[src/rtl/fetch_unit.sv]
// Instruction fetch unit: PC sequencing, circular fetch queue and drop accounting for redirects.
// Optional build macro FETCH_ALIGN_CHECK_EN: a misaligned redirect target sets MisalignF and halts fetch.
module fetch_unit #(
  parameter int                    ADDR_WIDTH = 32,
  parameter int                    DATA_WIDTH = 32,
  parameter logic [ADDR_WIDTH-1:0] RESET_PC   = '0,
  parameter int                    DEPTH      = 2
) (
  input  logic                  clk,
  input  logic                  rst_n,
  input  logic                  PCSrc,
  input  logic [ADDR_WIDTH-1:0] PCTarget,
  input  logic                  StallF,
  output logic                  imem_req_valid,
  output logic [ADDR_WIDTH-1:0] imem_req_addr,
  input  logic                  imem_req_ready,
  input  logic                  imem_rsp_valid,
  input  logic [DATA_WIDTH-1:0] imem_rsp_data,
  output logic                  InstrValidF,
  output logic [DATA_WIDTH-1:0] InstrF,
  output logic [ADDR_WIDTH-1:0] PCF,
  output logic [ADDR_WIDTH-1:0] PCPlus4F,
  output logic                  MisalignF
);

  localparam int PTR_W = $clog2(DEPTH);
  localparam int CNT_W = $clog2(DEPTH + 1);
  localparam int OCC_W = CNT_W + 1;

  typedef enum logic [1:0] {IDLE, RUN, HALT} state_t;

  state_t                state, state_nxt;
  logic [ADDR_WIDTH-1:0] next_pc;
  logic [ADDR_WIDTH-1:0] q_pc    [DEPTH];
  logic [DATA_WIDTH-1:0] q_instr [DEPTH];
  logic [DEPTH-1:0]      q_filled;
  logic [PTR_W-1:0]      rd_ptr, wr_ptr, fill_ptr;
  logic [CNT_W-1:0]      alloc_cnt, unfilled_cnt, drop_cnt;
  logic [OCC_W-1:0]      occupancy;
  logic [ADDR_WIDTH-1:0] target_pc;
  logic                  misalign_hit;
  logic                  push, pop, rsp_drop, rsp_fill, rsp_used;

`ifdef FETCH_ALIGN_CHECK_EN
  logic misalign_q;

  assign target_pc    = PCTarget;
  assign misalign_hit = PCSrc && (PCTarget[1:0] != 2'b00);
  assign MisalignF    = misalign_q;

  always_ff @(posedge clk) begin
    if (!rst_n) begin
      misalign_q <= 1'b0;
    end else if (misalign_hit) begin
      misalign_q <= 1'b1;
    end
  end
`else
  assign target_pc    = PCTarget & ~ADDR_WIDTH'(3);
  assign misalign_hit = 1'b0;
  assign MisalignF    = 1'b0;
`endif

  // Drop budget counts toward occupancy so discarded responses never overrun the queue.
  assign occupancy      = OCC_W'(alloc_cnt) + OCC_W'(drop_cnt);
  assign imem_req_valid = (state == RUN) && !PCSrc && (occupancy < OCC_W'(DEPTH));
  assign imem_req_addr  = next_pc;
  assign push           = imem_req_valid && imem_req_ready;

  assign rsp_drop = imem_rsp_valid && (drop_cnt != '0);
  assign rsp_fill = imem_rsp_valid && (drop_cnt == '0) && (unfilled_cnt != '0);
  assign rsp_used = rsp_drop || rsp_fill;

  // Responses return in order, so unfilled entries are always the youngest ones in the queue.
  assign fill_ptr = wr_ptr - PTR_W'(unfilled_cnt);

  assign InstrValidF = (alloc_cnt != '0) && q_filled[rd_ptr];
  assign InstrF      = q_instr[rd_ptr];
  assign PCF         = q_pc[rd_ptr];
  assign PCPlus4F    = PCF + ADDR_WIDTH'(4);
  assign pop         = InstrValidF && !StallF && !PCSrc;

  always_comb begin
    state_nxt = state;
    case (state)
      IDLE:    state_nxt = misalign_hit ? HALT : RUN;
      RUN:     if (misalign_hit) state_nxt = HALT;
      HALT:    state_nxt = HALT;
      default: state_nxt = IDLE;
    endcase
  end

  always_ff @(posedge clk) begin
    if (!rst_n) begin
      state        <= IDLE;
      next_pc      <= RESET_PC;
      rd_ptr       <= '0;
      wr_ptr       <= '0;
      alloc_cnt    <= '0;
      unfilled_cnt <= '0;
      drop_cnt     <= '0;
      q_filled     <= '0;
      for (int i = 0; i < DEPTH; i++) begin
        q_pc[i]    <= RESET_PC;
        q_instr[i] <= '0;
      end
    end else begin
      state <= state_nxt;

      if (push) begin
        q_pc[wr_ptr]     <= next_pc;
        q_filled[wr_ptr] <= 1'b0;
      end
      if (rsp_fill) begin
        q_instr[fill_ptr]  <= imem_rsp_data;
        q_filled[fill_ptr] <= 1'b1;
      end

      // A redirect flushes the queue; every still-unanswered request becomes a pending drop.
      if (PCSrc) begin
        next_pc      <= target_pc;
        rd_ptr       <= '0;
        wr_ptr       <= '0;
        alloc_cnt    <= '0;
        unfilled_cnt <= '0;
        drop_cnt     <= drop_cnt + unfilled_cnt - CNT_W'(rsp_used);
      end else begin
        if (push) begin
          next_pc <= next_pc + ADDR_WIDTH'(4);
          wr_ptr  <= wr_ptr + PTR_W'(1);
        end
        if (pop) begin
          rd_ptr <= rd_ptr + PTR_W'(1);
        end
        alloc_cnt    <= alloc_cnt + CNT_W'(push) - CNT_W'(pop);
        unfilled_cnt <= unfilled_cnt + CNT_W'(push) - CNT_W'(rsp_fill);
        if (rsp_drop) begin
          drop_cnt <= drop_cnt - CNT_W'(1);
        end
      end
    end
  end

endmodule
[config.mk]
export PLATFORM = sky130hd
export DESIGN_NAME = fetch_unit
export DESIGN_NICKNAME = d
export VERILOG_FILES = /design/src/rtl/fetch_unit.sv
export SDC_FILE = /design/constraint.sdc
export NUM_CORES = 1
export LEC_CHECK = 0
export CAP_MARGIN = 40
export CORE_ASPECT_RATIO = 0.8
export CORE_MARGIN = 2
export CORE_UTILIZATION = 40
export CTS_CLUSTER_DIAMETER = 100
export DETAILED_ROUTE_END_ITERATION = 8
export MAX_ROUTING_LAYER = met4
export PLACE_DENSITY = 0.67
export SLEW_MARGIN = 20
export SYNTH_ARGS = -nofsm -noshare
export SYNTH_HDL_FRONTEND = slang
export SYNTH_SLANG_ARGS = --single-unit
[constraint.sdc]
create_clock -name clk -period 5.1 [get_ports clk]
set_input_delay 1.02 -clock clk [delete_from_list [all_inputs] [get_ports clk]]
set_output_delay 1.02 -clock clk [all_outputs]
set_load 0.005 [all_outputs]
==> impl_metrics.env <==
export IMPL_grt_start_max_net_pins=63
export IMPL_grt_pass1_wl_um=33700
export IMPL_rsz0062_at_grt="false"
export IMPL_status="finished clean"
export IMPL_power_leakage_nw=4.36
export IMPL_holdPathStages=1
export IMPL_slew_headroom_pct=52.2
export IMPL_routabilityCongestion=0.826
export IMPL_period_needed_ns=4.48
export IMPL_crit_path_end_kind="output pin"
export IMPL_drt_first_pass_iters=4
export IMPL_port_buffers=191
export IMPL_place_hpwl_um=15500
export IMPL_cap_violations=0
export IMPL_slew_viol_final=0
export IMPL_vdd_drop_max_v=0.000190
export IMPL_h_tree_depth=4
export IMPL_antenna_left=0
export IMPL_cts_setup_buffers=0
export IMPL_path_class="flip-flop to output pin"
export IMPL_cts_root_buf="clkbuf_16"
export IMPL_tns_ns=0
export IMPL_syn_area_sq_um=8740
export IMPL_cpMostUsedCell="inv_1"
export IMPL_power_w=0.00334
export IMPL_synthCells=771
export IMPL_fin_hold_ws_ns=0.416
export IMPL_die_width_um=169
export IMPL_async_flop_share_pct=0
export IMPL_fin_nets=1032
export IMPL_syn2layout_area_growth_pct=32.8
export IMPL_start_util_pct=40.7
export IMPL_worstPathRequired_ns=4.08
export IMPL_drive_above_1_share_pct=13.2
export IMPL_start_kind="flip-flop"
export IMPL_slowest_delay_ns=0.79
export IMPL_yosysUniqueCellTypes=71
export IMPL_fin_skew_ns=0.0125
export IMPL_cp_arrival_ns=3.46
export IMPL_antenna_cells=0
export IMPL_clock_latency_ns=0.43
export IMPL_crit_chain="mux2i_1 > inv_1 > ha_1 > inv_1 > a221oi_4 > nand3_4 > a2111oi_4 > xor2_1 > clkdlybuf4s50_1"
export IMPL_first_iter_violations=363
export IMPL_worst_slew_pin_slew_ns=0.717
export IMPL_avgSynthCellArea_sq_um=11.3
export IMPL_post_route_drc_count=0
export IMPL_ff2ff_setup_slack_ns=2.20
export IMPL_vias=6406
export IMPL_crit_cells=9
export IMPL_antenna_found_initial=0
export IMPL_hold_violations=0
export IMPL_clkTransAtPathRegs_ns=0.06
export IMPL_post_cts_resized=0
export IMPL_grt_pass1_vias=5892
export IMPL_fillCellCount=1889
export IMPL_crit_buf_inv=3
export IMPL_synth_main_ff_cell="edfxtp_1"
export IMPL_cts_made_buffers=17
export IMPL_setup_violations=0
export IMPL_p_per_area_nw_per_um2=288
export IMPL_wl_per_cell_um=17.8
export IMPL_vias_per_cell=5.17
export IMPL_slowest_stage="dfxtp_4"
export IMPL_die_area_sq_um=23100
export IMPL_grt_overflow=0
export IMPL_cts_sinks=167
export IMPL_die_y_um=136
export IMPL_clock_path_buffers=2
export IMPL_worstHoldPathType="flip-flop to flip-flop"
export IMPL_wl_um=22000
export IMPL_hold_buffers=0
export IMPL_num_rows=48
export IMPL_core_area_sq_um=21500
export IMPL_cp_top_family="flip-flops"
export IMPL_worstRegToRegCells=9
export IMPL_fin_crit_sh_pct=87.8
export IMPL_max_freq_mhz=223
export IMPL_grt_usage_pct=19.7
export IMPL_io_pins=201
export IMPL_cts_tree="yes"
export IMPL_path_max_fanout=62
export IMPL_ys_seq_area_share_pct=52.4
export IMPL_yosysWarnings=0
export IMPL_synth_edf_count=124
export IMPL_synth_seq_cells=167
-- cells by family (layout without fill, tap and decap cells) --
family | count (synthesis) | count (layout) | share of synthesized area [%]
compound gates | 91 | 91 | 8.10
xor+xnor | 43 | 43 | 4.31
fa+ha+maj | 10 | 10 | 1.52
buf+inv | 73 | 261 | 3.84
flops | 167 | 167 | 52.4
mux | 60 | 60 | 7.67
other cells | 1 | 7 | 0.0429
simple gates | 326 | 326 | 22.1
-- Yosys cell counts, drive strengths merged, types with 9 or more instances --
cell,count,area [sq um]
nand3,26,153
a21oi,15,75.1
clkbuf,28,105
dfxtp,43,861
nor2,29,109
and2,128,801
ha,9,113
xnor2,23,201
xor2,20,175
mux2,53,597
edfxtp,124,3720
o21ai,15,75.1
a31oi,12,75.1
inv,23,86.3
nand4,22,165
nand2,62,240
buf,22,144
nor3,10,61.3
and3,10,62.6
-- placed cells by master, fill, tap and decap left out, types with 15 or more instances in the layout --
cell type	instances
nand4_1	19
a21oi_1	15
nand3_1	23
clkdlybuf4s50_1	191
nand2_1	61
clkbuf_16	17
xor2_1	20
xnor2_1	23
and2_1	128
mux2_2	52
nor2_1	27
edfxtp_1	124
dfxtp_1	42
inv_1	22
-- power breakdown --
group | leakage (nW) | internal, W | switching [W]
Sequential | 1.64 | 0.00152 | 0.0000535
Combinational | 2.42 | 0.000226 | 0.000178
Clock | 0.302 | 0.000798 | 0.000563
-- metal layers --
layer	part of all wire [%]	GRT usage (%)	up-vias
met5	0	-	-
met4	1.5	5.51	0
met3	3.9	2.65	22
met2	47	30.4	176
met1	48	27.3	3077
li1	-	-	3131
-- worst paths after layout --
path                     start            to
setup / recovery     flip-flop  PCPlus4F[28]
hold / removal        state[0]      state[1]
setup reg to reg  alloc_cnt[0]   q_pc[0][27]
hold reg to reg       state[0]      state[1]
-- state kept, by name, summed over array words and instances (netlist names), named ones only --
| register | cells |
|---|---|
| alloc_cnt | 2 |
| drop_cnt | 2 |
| imem_req_addr | 30 |
| q_filled | 2 |
| q_instr | 64 |
| q_pc | 60 |
| rd_ptr | 1 |
| state | 2 |
| unfilled_cnt | 2 |
| wr_ptr | 1 |
-- stage by stage --
stage,setup slack [ns],std cells,util [%],area [sq um]
2_1_floorplan,0.972,777,-,8760
3_3_place_gp,1.05,1202,50.6,10900
3_5_place_dp,1.07,1206,51.0,11000
4_1_cts,0.602,1238,53.9,11600
5_1_grt,0.372,1240,54.0,11600
6_report,0.622,1240,54.0,11600
-- area by class of cell --
cell class,instances,area (sq um),area share [%]
flip-flops and latches,167,4590,39.5
multi-input cells,537,3870,33.4
repair buffers,206,2090,18.0
clock buffers,18,439,3.78
well taps,275,344,2.96
clock inverters,14,185,1.60
inverters,23,86.3,0.744
Note: power is estimated with default switching activity, not from simulation.
